## src/rtl/axi_lite_regbank_pkg.sv

```systemverilog
// axi_lite_regbank_pkg: shared response codes, register map, FSM states and bench timing
package axi_lite_regbank_pkg;
  localparam logic [1:0] RESP_OKAY = 2'b00;
  localparam logic [1:0] RESP_SLVERR = 2'b10;
  localparam int IDX_CORE_ID = 0;
  localparam int IDX_DATE = 1;
  localparam logic [7:0] ADDR_CORE_ID = 8'h00;
  localparam logic [7:0] ADDR_DATE = 8'h04;
  typedef enum logic [1:0] {WR_IDLE, WR_HAVE_ADDR, WR_HAVE_DATA, WR_RESP} wr_state_t;
  typedef enum logic {RD_IDLE, RD_RESP} rd_state_t;
  localparam int CLK_PERIOD = 10;
  localparam int RST_CYCLES = 4;
endpackage

```

## src/rtl/axi_lite_strb_merge.sv

```systemverilog
// axi_lite_strb_merge: per-byte merge of old data and write data under a byte strobe
module axi_lite_strb_merge #(
  parameter int DATA_WIDTH = 32
) (
  input  logic [DATA_WIDTH-1:0]   old_data,
  input  logic [DATA_WIDTH-1:0]   wdata,
  input  logic [DATA_WIDTH/8-1:0] wstrb,
  output logic [DATA_WIDTH-1:0]   merged
);
  for (genvar b = 0; b < DATA_WIDTH/8; b++) begin : g_byte
    assign merged[b*8 +: 8] = wstrb[b] ? wdata[b*8 +: 8] : old_data[b*8 +: 8];
  end
endmodule

```

## src/rtl/axi_lite_regbank.sv

```systemverilog
// axi_lite_regbank: AXI4-Lite slave with read-only ID registers and byte-strobed RW registers
module axi_lite_regbank
  import axi_lite_regbank_pkg::*;
#(
  parameter int DATA_WIDTH = 32,
  parameter int ADDR_WIDTH = 7,
  parameter int NUM_REGS = 8,
  parameter logic [DATA_WIDTH-1:0] CORE_ID = 32'hCAFE_0001,
  parameter logic [DATA_WIDTH-1:0] DATE = 32'h2024_0101
) (
  input  logic                           clk,
  input  logic                           rst,
  input  logic [ADDR_WIDTH-1:0]          s_axi_awaddr,
  input  logic                           s_axi_awvalid,
  output logic                           s_axi_awready,
  input  logic [DATA_WIDTH-1:0]          s_axi_wdata,
  input  logic [DATA_WIDTH/8-1:0]        s_axi_wstrb,
  input  logic                           s_axi_wvalid,
  output logic                           s_axi_wready,
  output logic [1:0]                     s_axi_bresp,
  output logic                           s_axi_bvalid,
  input  logic                           s_axi_bready,
  input  logic [ADDR_WIDTH-1:0]          s_axi_araddr,
  input  logic                           s_axi_arvalid,
  output logic                           s_axi_arready,
  output logic [DATA_WIDTH-1:0]          s_axi_rdata,
  output logic [1:0]                     s_axi_rresp,
  output logic                           s_axi_rvalid,
  input  logic                           s_axi_rready,
  output logic [NUM_REGS*DATA_WIDTH-1:0] regs_o,
  output logic [NUM_REGS-1:0]            wr_pulse_o
);
  localparam int IW = ADDR_WIDTH - 2;
  localparam int DEPTH = 2**IW;
  wr_state_t wr_state, wr_next;
  rd_state_t rd_state, rd_next;
  logic [IW-1:0] aw_idx_q, wr_idx, ar_idx;
  logic [DATA_WIDTH-1:0] wdata_q, wr_data, merged;
  logic [DATA_WIDTH/8-1:0] wstrb_q, wr_strb;
  logic aw_hs, w_hs, ar_hs, wr_done, wr_ok, ar_ok;
  logic [DATA_WIDTH-1:0] rw_q [DEPTH];
  logic [DATA_WIDTH-1:0] bank [DEPTH];
  logic unused_addr_lsbs;

  assign unused_addr_lsbs = ^{s_axi_awaddr[1:0], s_axi_araddr[1:0]};
  assign aw_hs = s_axi_awvalid & s_axi_awready;
  assign w_hs = s_axi_wvalid & s_axi_wready;
  assign ar_hs = s_axi_arvalid & s_axi_arready;
  assign wr_idx = aw_hs ? s_axi_awaddr[ADDR_WIDTH-1:2] : aw_idx_q;
  assign wr_data = w_hs ? s_axi_wdata : wdata_q;
  assign wr_strb = w_hs ? s_axi_wstrb : wstrb_q;
  assign wr_ok = ({1'b0, wr_idx} < (IW+1)'(NUM_REGS)) && (wr_idx > IW'(IDX_DATE));
  assign ar_idx = s_axi_araddr[ADDR_WIDTH-1:2];
  assign ar_ok = {1'b0, ar_idx} < (IW+1)'(NUM_REGS);

  axi_lite_strb_merge #(.DATA_WIDTH(DATA_WIDTH)) u_merge (
    .old_data(rw_q[wr_idx]),
    .wdata(wr_data),
    .wstrb(wr_strb),
    .merged(merged)
  );

  // write and read FSM state registers
  always_ff @(posedge clk) begin
    wr_state <= rst ? WR_IDLE : wr_next;
    rd_state <= rst ? RD_IDLE : rd_next;
  end

  // write FSM: readies, bvalid and the edge where the second of AW/W lands
  always_comb begin
    wr_next = wr_state;
    wr_done = 1'b0;
    s_axi_awready = 1'b0;
    s_axi_wready = 1'b0;
    s_axi_bvalid = 1'b0;
    case (wr_state)
      WR_IDLE: begin
        s_axi_awready = !rst;
        s_axi_wready = !rst;
        wr_done = s_axi_awvalid & s_axi_wvalid;
        wr_next = wr_done ? WR_RESP : s_axi_awvalid ? WR_HAVE_ADDR : s_axi_wvalid ? WR_HAVE_DATA : WR_IDLE;
      end
      WR_HAVE_ADDR: begin
        s_axi_wready = !rst;
        wr_done = s_axi_wvalid;
        wr_next = wr_done ? WR_RESP : WR_HAVE_ADDR;
      end
      WR_HAVE_DATA: begin
        s_axi_awready = !rst;
        wr_done = s_axi_awvalid;
        wr_next = wr_done ? WR_RESP : WR_HAVE_DATA;
      end
      WR_RESP: begin
        s_axi_bvalid = 1'b1;
        wr_next = s_axi_bready ? WR_IDLE : WR_RESP;
      end
    endcase
  end

  // read FSM: one outstanding read, held until rready
  always_comb begin
    s_axi_arready = !rst && rd_state == RD_IDLE;
    s_axi_rvalid = rd_state == RD_RESP;
    rd_next = rd_state == RD_IDLE ? (s_axi_arvalid ? RD_RESP : RD_IDLE) : (s_axi_rready ? RD_IDLE : RD_RESP);
  end

  // register map view: constants, RW storage, zeros above NUM_REGS
  always_comb begin
    for (int i = 0; i < DEPTH; i++)
      bank[i] = i == IDX_CORE_ID ? CORE_ID : i == IDX_DATE ? DATE : i < NUM_REGS ? rw_q[i] : '0;
    for (int i = 0; i < NUM_REGS; i++)
      regs_o[i*DATA_WIDTH +: DATA_WIDTH] = bank[i];
  end

  // write path: capture half-transactions, commit merged data, pulse and response
  always_ff @(posedge clk) begin
    if (rst) begin
      aw_idx_q <= '0;
      wdata_q <= '0;
      wstrb_q <= '0;
      s_axi_bresp <= RESP_OKAY;
      wr_pulse_o <= '0;
      for (int i = 0; i < DEPTH; i++) rw_q[i] <= '0;
    end else begin
      if (aw_hs) aw_idx_q <= s_axi_awaddr[ADDR_WIDTH-1:2];
      if (w_hs) begin
        wdata_q <= s_axi_wdata;
        wstrb_q <= s_axi_wstrb;
      end
      if (wr_done) s_axi_bresp <= wr_ok ? RESP_OKAY : RESP_SLVERR;
      wr_pulse_o <= (wr_done && wr_ok) ? NUM_REGS'(1) << wr_idx : '0;
      for (int i = 0; i < DEPTH; i++)
        if (wr_done && wr_ok && wr_idx == IW'(i)) rw_q[i] <= merged;
    end
  end

  // read path: latch data and response on the AR handshake
  always_ff @(posedge clk) begin
    if (rst) begin
      s_axi_rdata <= '0;
      s_axi_rresp <= RESP_OKAY;
    end else if (ar_hs) begin
      s_axi_rdata <= ar_ok ? bank[ar_idx] : '0;
      s_axi_rresp <= ar_ok ? RESP_OKAY : RESP_SLVERR;
    end
  end
endmodule

```

## config.mk

```make
export PLATFORM = sky130hd
export DESIGN_NAME = axi_lite_regbank
export DESIGN_NICKNAME = d
export VERILOG_FILES = /design/src/rtl/axi_lite_regbank_pkg.sv /design/src/rtl/axi_lite_strb_merge.sv /design/src/rtl/axi_lite_regbank.sv
export SDC_FILE = /design/constraint.sdc
export NUM_CORES = 1
export LEC_CHECK = 0
export CORE_MARGIN = 1.5
export CORE_UTILIZATION = 40
export DETAILED_ROUTE_END_ITERATION = 10
export PLACE_DENSITY = 0.62
export SLEW_MARGIN = 20
export SYNTH_ARGS = -nofsm -noshare
export SYNTH_HDL_FRONTEND = slang
export SYNTH_SLANG_ARGS = --single-unit
```

## constraint.sdc

```tcl
create_clock -name clk -period 5.7 [get_ports clk]
set_input_delay 0.855 -clock clk [delete_from_list [all_inputs] [get_ports clk]]
set_output_delay 0.855 -clock clk [all_outputs]
set_load 0.02 [all_outputs]
```

==> Yosys cells after proc, flatten, opt, wreduce, memory -nomap -nowiden <==
Memories as Yosys holds them, arrays and structs flattened.
Index checks and enable logic that the tools add are counted.
{ "word_totals": {"reg_bits": 88, "ramBits": 1024, "word_cells": 286, "memories": 1} }
{ "mem_list": {"columns": ["name", "words", "word_bits", "read_ports", "rd_clocked_by_memory_dff", "wr", "line_no", "rtl"], "rows": [
  ["rw_q", 32, 32, 7, 0, 32, "axi_lite_regbank.sv:41", "logic [DATA_WIDTH-1:0] rw_q [DEPTH];"]
]} }
{ "classes": {"magnitude_cmp": 4, "eq_ne": 34, "n_shift": 1, "muxes": 157, "bitwise_logic": 39, "reduce_logical": 41} }
{ "op_table": {"columns": ["cell", "n"], "rows": [
  ["32-bit 2-to-1 mux", 36],
  ["32-bit binary-select mux with 5-bit select", 1],
  ["1-bit 2-to-1 mux", 105],
  ["5-bit equality test, second input constant", 16],
  ["5-bit by 4-bit equality test with 1-bit output, second input constant", 8],
  ["1-bit logical AND", 35],
  ["8-bit 2-to-1 mux", 4],
  ["1-bit bitwise OR", 32],
  ["5-bit by 3-bit equality test with 1-bit output, second input constant", 4],
  ["2-bit 2-to-1 mux", 7],
  ["5-bit by 2-bit equality test with 1-bit output, second input constant", 2],
  ["5-bit by 4-bit less-than comparator with 1-bit output, second input constant", 2],
  ["2-bit one-hot mux with 4 select lines", 1],
  ["1-bit by 5-bit left shift with 8-bit output, first input constant", 1],
  ["6-bit >= comparator, second input constant", 1],
  ["5-bit NOT with 6-bit output", 1],
  ["2-bit OR reduction", 3],
  ["5-bit by 1-bit equality test with 1-bit output, second input constant", 1],
  ["5-bit by 1-bit greater-than comparator with 1-bit output, second input constant", 1],
  ["5-bit zero test", 1],
  ["5-bit 2-to-1 mux", 1],
  ["1-bit AND", 4],
  ["2-bit equality test, second input constant", 2],
  ["4-bit 2-to-1 mux", 1],
  ["5 further kinds", 6]
]} }

==> Longest topological paths before layout <==
Gate-level depths: netlist (run 1).
{ "logic_depth": {"ltp_word": 13, "ltp_mapped": 14, "mapped_depth_nobuf": 7} }

==> Modules after synthesis <==
A second synthesis (run 1) with hierarchy kept.
{ "unflattened": {"cells_unflattened": 3501, "hier_area_um2": 48003.5} }
{ "by_module_without_submodules": {"columns": ["module", "instances", "cells_per_inst", "area_each_um2", "seq_area_each_um2"], "rows": [
  ["axi_lite_regbank", 1, 3465, 47478.0, 32471.1],
  ["axi_lite_strb_merge", 1, 36, 525.5, 0.0]
]} }

==> Least setup slack after synthesis (run 1) <==
Ideal clock, no wire load.
{ "synth_timing": {"kind": "input -> register", "startpoint": "input port rst", "endpoint": "memory rw_q[18][30] (data pin)", "setup_time_ps": 456, "arrival_ps": 4129, "required_ps": 5244, "slack_ps": 1115, "stages": 11, "path_buffers": 6, "cell_sequence": "or3b_1 -> buf_6 -> mux2_4 -> buf_6 -> buf_4 -> buf_4 -> buf_2 -> buf_2 -> a21oi_1 -> a22o_1 -> a2111oi_0"} }
{ "synth_rtl": {"columns": ["item", "line_no", "rtl"], "rows": [
  ["start: declaration", "axi_lite_regbank.sv:12", "input logic rst,"],
  ["end: declaration", "axi_lite_regbank.sv:41", null]
]} }

==> results of run 1 <==
layout by cell type, fill, tap and decap left out, types with 23 or more instances in the layout:
cell,synthesis,final
a21oi_1,133,132
clkbuf_1,142,23
mux2i_1,316,312
nand3_1,40,40
clkdlybuf4s50_1,0,285
edfxtp_1,816,816
nand2_1,289,288
o22ai_1,89,89
and2_1,34,34
nand2b_1,23,23
nor3_1,61,58
buf_12,0,24
conb_1,2,426
nor2_1,245,245
o21ai_0,36,36
mux4_2,96,96
buf_4,75,161
clkbuf_16,0,99
dfxtp_1,86,86
a22oi_1,31,31
cells by family (layout without fill, tap and decap cells):
kind of cell,Yosys count,after routing,synth area share
simple gates,747,747,0.0822
buf+inv,315,665,0.0409
other cells,2,428,0.000190
compound gates,424,424,0.0728
mux,435,435,0.141
flops,902,902,0.663
sequential cells by signal, summed over array words and instances, names as in the netlist:
name and flops:
wdata_q 32, rw_q 816, aw_idx_q 5, wr_state 2
wr_pulse_o 8, s_axi_bresp 1, s_axi_rvalid 1, s_axi_rdata 32
wstrb_q 4, s_axi_rresp 1
where the power goes:
part | internal (mW) | switching (mW)
clock | 3.85 | 2.68
sequential | 7.81 | 0.205
combinational | 0.782 | 1.39
total | 12.4 | 4.28
worst max-delay path by stage:
stage | to | start | slack [ns]
CTS | rw_q[25][4] | s_axi_awvalid | 1.24
global placement | rw_q[21][4] | s_axi_awvalid | 0.61
finish | rw_q[28][11] | s_axi_awvalid | 1.20
global route | rw_q[26][18] | s_axi_awvalid | 1.09
detailed placement | rw_q[21][4] | s_axi_awvalid | 0.55
floorplan | rw_q[18][30] | rst | 1.11
metal layers:
layer  up-vias  routed length [µm]
li1      11700                   -
met2      1480               59500
met5         -                   0
met3       219               12200
met4         0                5970
met1     13300               50600
per-stage QoR:
stage / instance area [µm²] / setup WS (ns)
5_1_grt: 49300 / 1.09
6_report: 49300 / 1.20
3_3_place_gp: 45900 / 0.607
2_1_floorplan: 41200 / 1.11
3_5_place_dp: 45900 / 0.547
4_1_cts: 49300 / 1.24
cell type report:
| class | instances | area, µm² |
|---|---|---|
| Fill cell | 8424 | 49000 |
| Multi-Input combinational cell | 2032 | 13500 |
| Antenna cell | 2 | 5.00 |
| Inverter | 11 | 41.3 |
| Clock inverter | 55 | 689 |
| Sequential cell | 902 | 26200 |
| Clock buffer | 126 | 2620 |
| Timing Repair Buffer | 473 | 4570 |
| Tap cell | 1287 | 1610 |
worst max-delay path: cells and delay by family:
kind / cells / cell delay (ns)
AND/OR/NAND/NOR: 3 / 1.39
buffers and inverters: 3 / 1.01
AO/OA/AOI/OAI: 3 / 1.62
==> run summary, run 1 <==
CTS placed an instance of clkbuf_16 at the clock tree root. The starting density of the core is 0.403, and the residual DRC count is 0. Fraction of layout instances using a drive strength above 1: 0.137. Primary flip-flop cell chosen by synthesis mapping: edfxtp_1. The die is 318 µm wide. The clock net in this run drives a total of 902 sinks. The final-report hold violation count came out at 0. After synthesis, the most frequently instantiated cells are edfxtp_1, mux2i_1, nand2_1, nor2_1, clkbuf_1. The cell at the slowest stage of the critical path is a21oi_4.

The total number of vias is 26.7k. In this run, synthesis produced a sequential element count of 902. Between clock sinks in the finished design, the worst skew comes to 0.0455 ns. Compared with the post-synthesis result, the final layout area differs by 24.5%. Along the worst hold path, the cell count comes to 2. The kind of launch point of the worst setup path was a primary input. For the total of hold buffers inserted after clock tree synthesis, the log shows 0. The logs give 101000 µm² for the die area and 88.1 mm for the detailed-placement wirelength estimate. The path with the worst hold slack has its endpoint at s_axi_rdata[19]. The portion of synthesized cell area occupied by the leading cell type is 0.619, and the number of max-cap violations is 0. The post-CTS setup buffer count came out at 0. The clock network latency to the later pin of the worst-skew pair came out at 0.69 ns. Hold timing on the final database bottoms out at a slack of 0.461 ns. The start point of the worst min-delay path is s_axi_rdata[19]. The worst register-to-register path has a setup slack of 1.53 ns. For the core utilization of the finished layout, the log shows 0.501. At the pin with the least slew margin, the transition time is 1.17 ns. The number of gates resized after CTS was 0. In this run the deepest clock path goes through 3 buffers. The synthesized area per cell is 14.0 µm². The tools report the row count as 115. The tools report the endpoint of the lowest-slack register-to-register path as rw_q[28][11].

The count of flip-flops with a built-in enable after synthesis was 816. Number of standard cells after synthesis: 2825. The first global-routing pass estimated 181 mm of wire.

The run gives 39600 µm² as the area of the mapped netlist. The worst register-to-register path has a depth of 8. The worst setup path is captured at a register. The tools report the routing usage on met3 as 0.0487.

The post-detailed-route via-to-cell ratio came out at 5.46. The worst endpoint data arrival time is 4.91 ns, and the maximum cell stage delay along the critical path is 0.92 ns. The tools report the clock buffer count from CTS as 96. After synthesis, the netlist uses 63 different library cells. The worst max-slew margin expressed relative to the limit is 0.219, and the final instance count without filler cells is 4888. The number of buffer cells added on primary ports came out at 291. The biggest area contributor in the post-synthesis netlist is edfxtp_1. Via count of the first global-routing pass: 25.0k. The tools report the count of final setup violators as 0. Traced cell by cell, the critical path runs through clkdlybuf4s50_1 > or3b_2 > buf_12 > a21oi_4 > o22ai_1 > or4_1 > a21oi_1 > nor3_1 > buf_4. Share of the clock period used by the worst path: 0.789. The critical path required time was 6.11 ns; the total grt overflow was 0. The total power density per cell area was 340 nW/µm²; the number of antenna violations at the first check in global routing was 3. By area the synthesized netlist is led by edfxtp_1, mux2i_1, mux4_2. TritonCTS built the clock tree.

The path class of the tightest hold or removal check is register to register. The tools report the overall global routing resource usage as 0.249. For the maximum level of the CTS H-tree, the log shows 3. The pin count of the biggest net entering global routing is 83, and the final weighted congestion of routability-driven global placement is 0.857. The proportion of synthesized flip-flops having asynchronous set or reset was 0; the top-level I/O count was 362.

The cell count after placement is 4705. The detail route stage leaves a number of antenna-violating nets equal to 0. Setup repair after global routing left no endpoint under its margin. For this design the static power due to leakage is 18.1 nW.

The met2 routing resource usage after global routing is 0.395. The origin of the critical flop-to-flop path was wr_state[0]. For the number of warnings reported in the yosys synthesis log, the log shows 0. By startpoint and endpoint, the worst setup path is classified as primary input to register.

Dividing the detail-routed wire length by the instance count gives 26.2 µm. After the last flow step, the layout net total stands at 3573. The violation count after the first detailed-route iteration is 3512. Summed over all layers, the routed wires come to 128 mm. The busiest layer in global routing is met2. For the finished layout, the period the worst path requires is 4.50 ns. Of all nets on the critical path, the largest fanout is 22.

The maximum ir drop on the vdd rail is 0.224 mV. In the post-synthesis netlist, the cell with the most instances is edfxtp_1. Clock-pin slew was measured on the worst setup and hold paths at 0.07 ns.

The run gives 16.7 mW as the power after layout. The die is 318 µm tall. The first detailed-routing pass took 6 iterations. The highest achievable clock rate was 222 MHz.

Standard cell core area: 98300 µm². Aggregate negative setup slack: 0 ns. The run finished with clean final reports.

The met1 layer usage reported by global route was 0.331; the part of the Yosys area used for sequential elements was 0.663. The final max-slew violation count was 0.
(Power assumes the default switching activity.)
==> inputs of run 2 (changes only) <==
Clock period 5.7 ns to 4.2 ns, I/O delays scaled along.
==> run 2 against run 1 <==
Net effect:
- core utilization is 0.89 points higher
- clock skew down 0.020 ns
- hold slack lost 0.0028 ns
- non-clock buffer count up 87
- sequential cell count unchanged
- die area did not move
- combinational power grew 40%
- register-to-register slack worse by 1.1 ns
- clock-buffer cell count grew 9
- cell count up 1.7%
- critical path depth increased by 5
- critical path type unchanged
- highest routed layer is now met5
==> run summary, run 2 (same netlist as run 1, synthesis figures left out) <==
The flow ran to the end, and the final reports show no timing, DRC or antenna violations. The total number of vias is 26.8k (+0.41%), and the worst max-slew margin expressed relative to the limit is 0.305 (+0.0862). The number of antenna violations at the first check in global routing is 7 (+4). For the final-report hold violation count, the log shows 0 (unchanged). The total grt overflow was 0 (unchanged); the clock-pin transition on the worst setup and hold timing paths was 0.06 ns (about the same).

The post-detailed-route via-to-cell ratio came out at 5.39 (-1.3%). The tools report the clock buffer count from CTS as 95 (-1.0%). Walking the worst path, the cells encountered are clkdlybuf4s50_1 > or3b_2 > buf_12 > mux2_8 > buf_12 > buf_4 > mux2i_1 > a221oi_1 > a2111oi_0 > buf_4 > a21oi_1 > buf_4 > nor2b_1 > buf_4. The worst clock skew was 0.0251 ns (-0.0204 ns).

The antenna diode count was 0 (-2); the clock network fraction of design power was 0.385 (-0.006). The logs give 0.134 (+0.004) for the fraction of power consumed by combinational cells and 0 (unchanged) for the residual DRC count. Among the stages of the critical path, the cell type that occurs most often is buf_4. The maximum level of the CTS H-tree is 3 (unchanged), and the number of flip-flops in the largest register is 816 (unchanged). The per-cell routed wire length works out to 25.4 µm (-3.2%). The fraction of layout instances using a drive strength above 1 is 0.159 (+0.0221).

The total of hold buffers inserted after clock tree synthesis is 0 (unchanged), and the post-layout net count is 3659 (+2.4%). The final-layout fill cell count came out at 8321 (-1.2%). TritonCTS built the clock tree. The count of final setup violators came out at 0 (unchanged). The worst register-to-register path begins at wr_state[0]. The pin count of the biggest net entering global routing is 176 (+110%). The cell family contributing the most delay on the critical path is buffers and inverters.

The core utilization of the finished layout is 0.510 (+0.00887). The total power density per cell area is 452 nW/µm² (+33%). The tools report the die area as 101000 µm² (unchanged). For the worst hold margin, the log shows 0.458 ns (-0.00281 ns). In this run the most critical hold path is launched from s_axi_rdata[19].

The row count is 115 (unchanged), and the detailed-placement wirelength estimate is 89.3 mm (+1.4%). The highest achievable clock rate was 260 MHz; the maximum cell stage delay along the critical path was 0.48 ns (-0.44 ns). The worst hold path belongs to the class register to register.

Counting I/O delays and the setup requirement, the final critical path takes 3.84 ns. The hold-critical path depth came out at 2 (unchanged). The via count of the first global-routing pass was 25.2k (+0.87%). The cell area after placement was 46900 µm² (+2.1%); the maximum ir drop on the vdd rail was 0.274 mV (+22%). The tools report the critical path endpoint category as a register. Overall global routing resource usage: 0.245 (-0.00345).

The register-to-register setup slack came out at 0.42 ns (-1.11 ns). The critical path required time was 4.70 ns (-1.41 ns). The fraction of power spent switching nets was 0.254 (-0.00189); the wire length of the first global-routing pass was 178 mm (-1.2%). The run gives 902 (unchanged) as the number of clock sinks. The top-level I/O count is 362 (unchanged).

The kind of launch point of the worst setup path is a primary input. Length in cells of the worst reg-to-reg path: 13 (+5). For the design area, the log shows 50100 µm² (+1.8%).

Leaving out fill and tap cells, the most frequent cell in the layout is edfxtp_1. The register with the most flip-flops in the final layout is rw_q. The sequential share of power came out at 0.481 (+0.002). The tools report the switching power summed over all nets as 5.75 mW (+34%). The tools report the final max-slew violation count as 0 (unchanged). Vertical extent of the die: 318 µm (unchanged). The width of the die works out to 318 µm (unchanged). The tools report the leakage power of the design as 18.7 nW (+2.8%). The logs give 26200 µm² (unchanged) for the area taken by flip-flops and latches and 126 mm (-1.6%) for the sum of routed wire length over all layers. The tools report the violation count after the first detailed-route iteration as 3342 (-4.8%).

The starting density of the core was 0.403 (unchanged). The tools report the number of buffers between clock root and the deepest sink as 3 (unchanged). Number of buffer cells added on primary ports: 291 (unchanged).

The post-CTS setup buffer count was 0 (unchanged). The tools report the internal power summed over all cells as 16.9 mW (+36%). Cell at the slowest stage of the critical path: or3b_2. The clock network latency to the later pin of the worst-skew pair came out at 0.67 ns (-0.02 ns). In the layout the commonest cells are edfxtp_1, conb_1, mux2i_1. The number of max-cap violations was 0 (unchanged); the share of the clock period used by the worst path was 0.915. The post-cts gate resize count was 0 (unchanged).

The largest registers in the layout are rw_q x816, s_axi_rdata x32, wdata_q x32. The tools report the sink of the worst hold path as s_axi_rdata[19]. The clock root buffer was clkbuf_16. The endpoint identified for the worst register-to-register timing path is rw_q[21][2]. The type of the worst setup path is primary input to register. The number of buffers and inverters on the critical path was 7 (+4); the final antenna-violating net count was 0 (unchanged). Setup repair after global routing left no endpoint under its margin. The area growth from synthesis to final layout works out to 26.7%. Maximum fanout encountered on the critical timing path: 18 (-18%). The worst endpoint data arrival time came out at 4.34 ns (-0.57 ns).

The slew at the pin with the worst max-slew slack was 1.04 ns (-0.127 ns). The total area of multi-input combinational cells came out at 13500 µm² (+0.24%). Tracing the worst setup path back leads to its startpoint at s_axi_awvalid. The run gives 98300 µm² (unchanged) as the standard cell core area.

For the final weighted congestion of routability-driven global placement, the log shows 0.872 (+1.7%). The number of search-and-repair iterations in the first detailed-routing pass is 6 (unchanged).
run 2: cell count changes in the layout (fill, tap and decap cells not counted), moves of 2 or more:
cell,before,now
buf_12,24,46
buf_4,161,226
bufinv_16,13,11
clkbuf_1,23,30
clkbuf_8,4,7
clkinv_1,15,3
clkinv_16,3,0
clkinv_2,17,19
clkinvlp_4,1,3
diode_2,2,0
inv_16,1,3
nor3_1,58,54
nor3_2,3,7
run 2: worst max path at each step:
stage                              end  cells after the start
after floorplan             rw_q[2][0]                      9
after global placement    rw_q[24][27]                     10
after detailed placement  rw_q[25][30]                     11
after CTS                 rw_q[26][30]                     11
after global routing       rw_q[21][2]                     14
final                      rw_q[21][2]                     14
run 2: metrics by stage:
step	std cells	total power, mW	setup TNS [ns]	setup slack (ns)
CTS	4971	22.7	0	0.339
detailed placement	4792	14.1	-42.25	-0.368
global placement	4792	14.0	-54.92	-0.310
global route	4971	23.3	0	0.223
floorplan	3249	12.7	-11.78	-0.123
finish	4971	22.7	0	0.359
run 2: worst reg2reg max path, delay by kind of cell, from the launching register on:
family | cells | cell delay [ns]
flops | 1 | 0.36
simple gates | 2 | 0.64
buf+inv | 6 | 1.16
compound gates | 3 | 0.86
mux | 2 | 0.60
run 2: power by group through the flow:
stage	Sequential, mW	Clock, mW	Combinational (mW)
6_report	10.9	8.72	3.03
5_1_grt	11.0	9.15	3.20
4_1_cts	10.9	8.83	3.01
3_5_place_dp	11.1	0	2.99
3_3_place_gp	11.1	0	2.97
2_1_floorplan	11.1	0	1.57
run 2: layout make-up:
class,instances,share of cell area
Clock buffer,135,0.0531
Inverter,11,0.000824
Clock inverter,44,0.0112
Timing Repair Buffer,560,0.110
Multi-Input combinational cell,2032,0.270
Sequential cell,902,0.523
Tap cell,1287,0.0321
run 2: metal layers:
metal,part of all wire,global-route usage
met1,0.40,0.332
met2,0.47,0.398
met3,0.090,0.0432
met4,0.036,0.0853
met5,0.00045,0
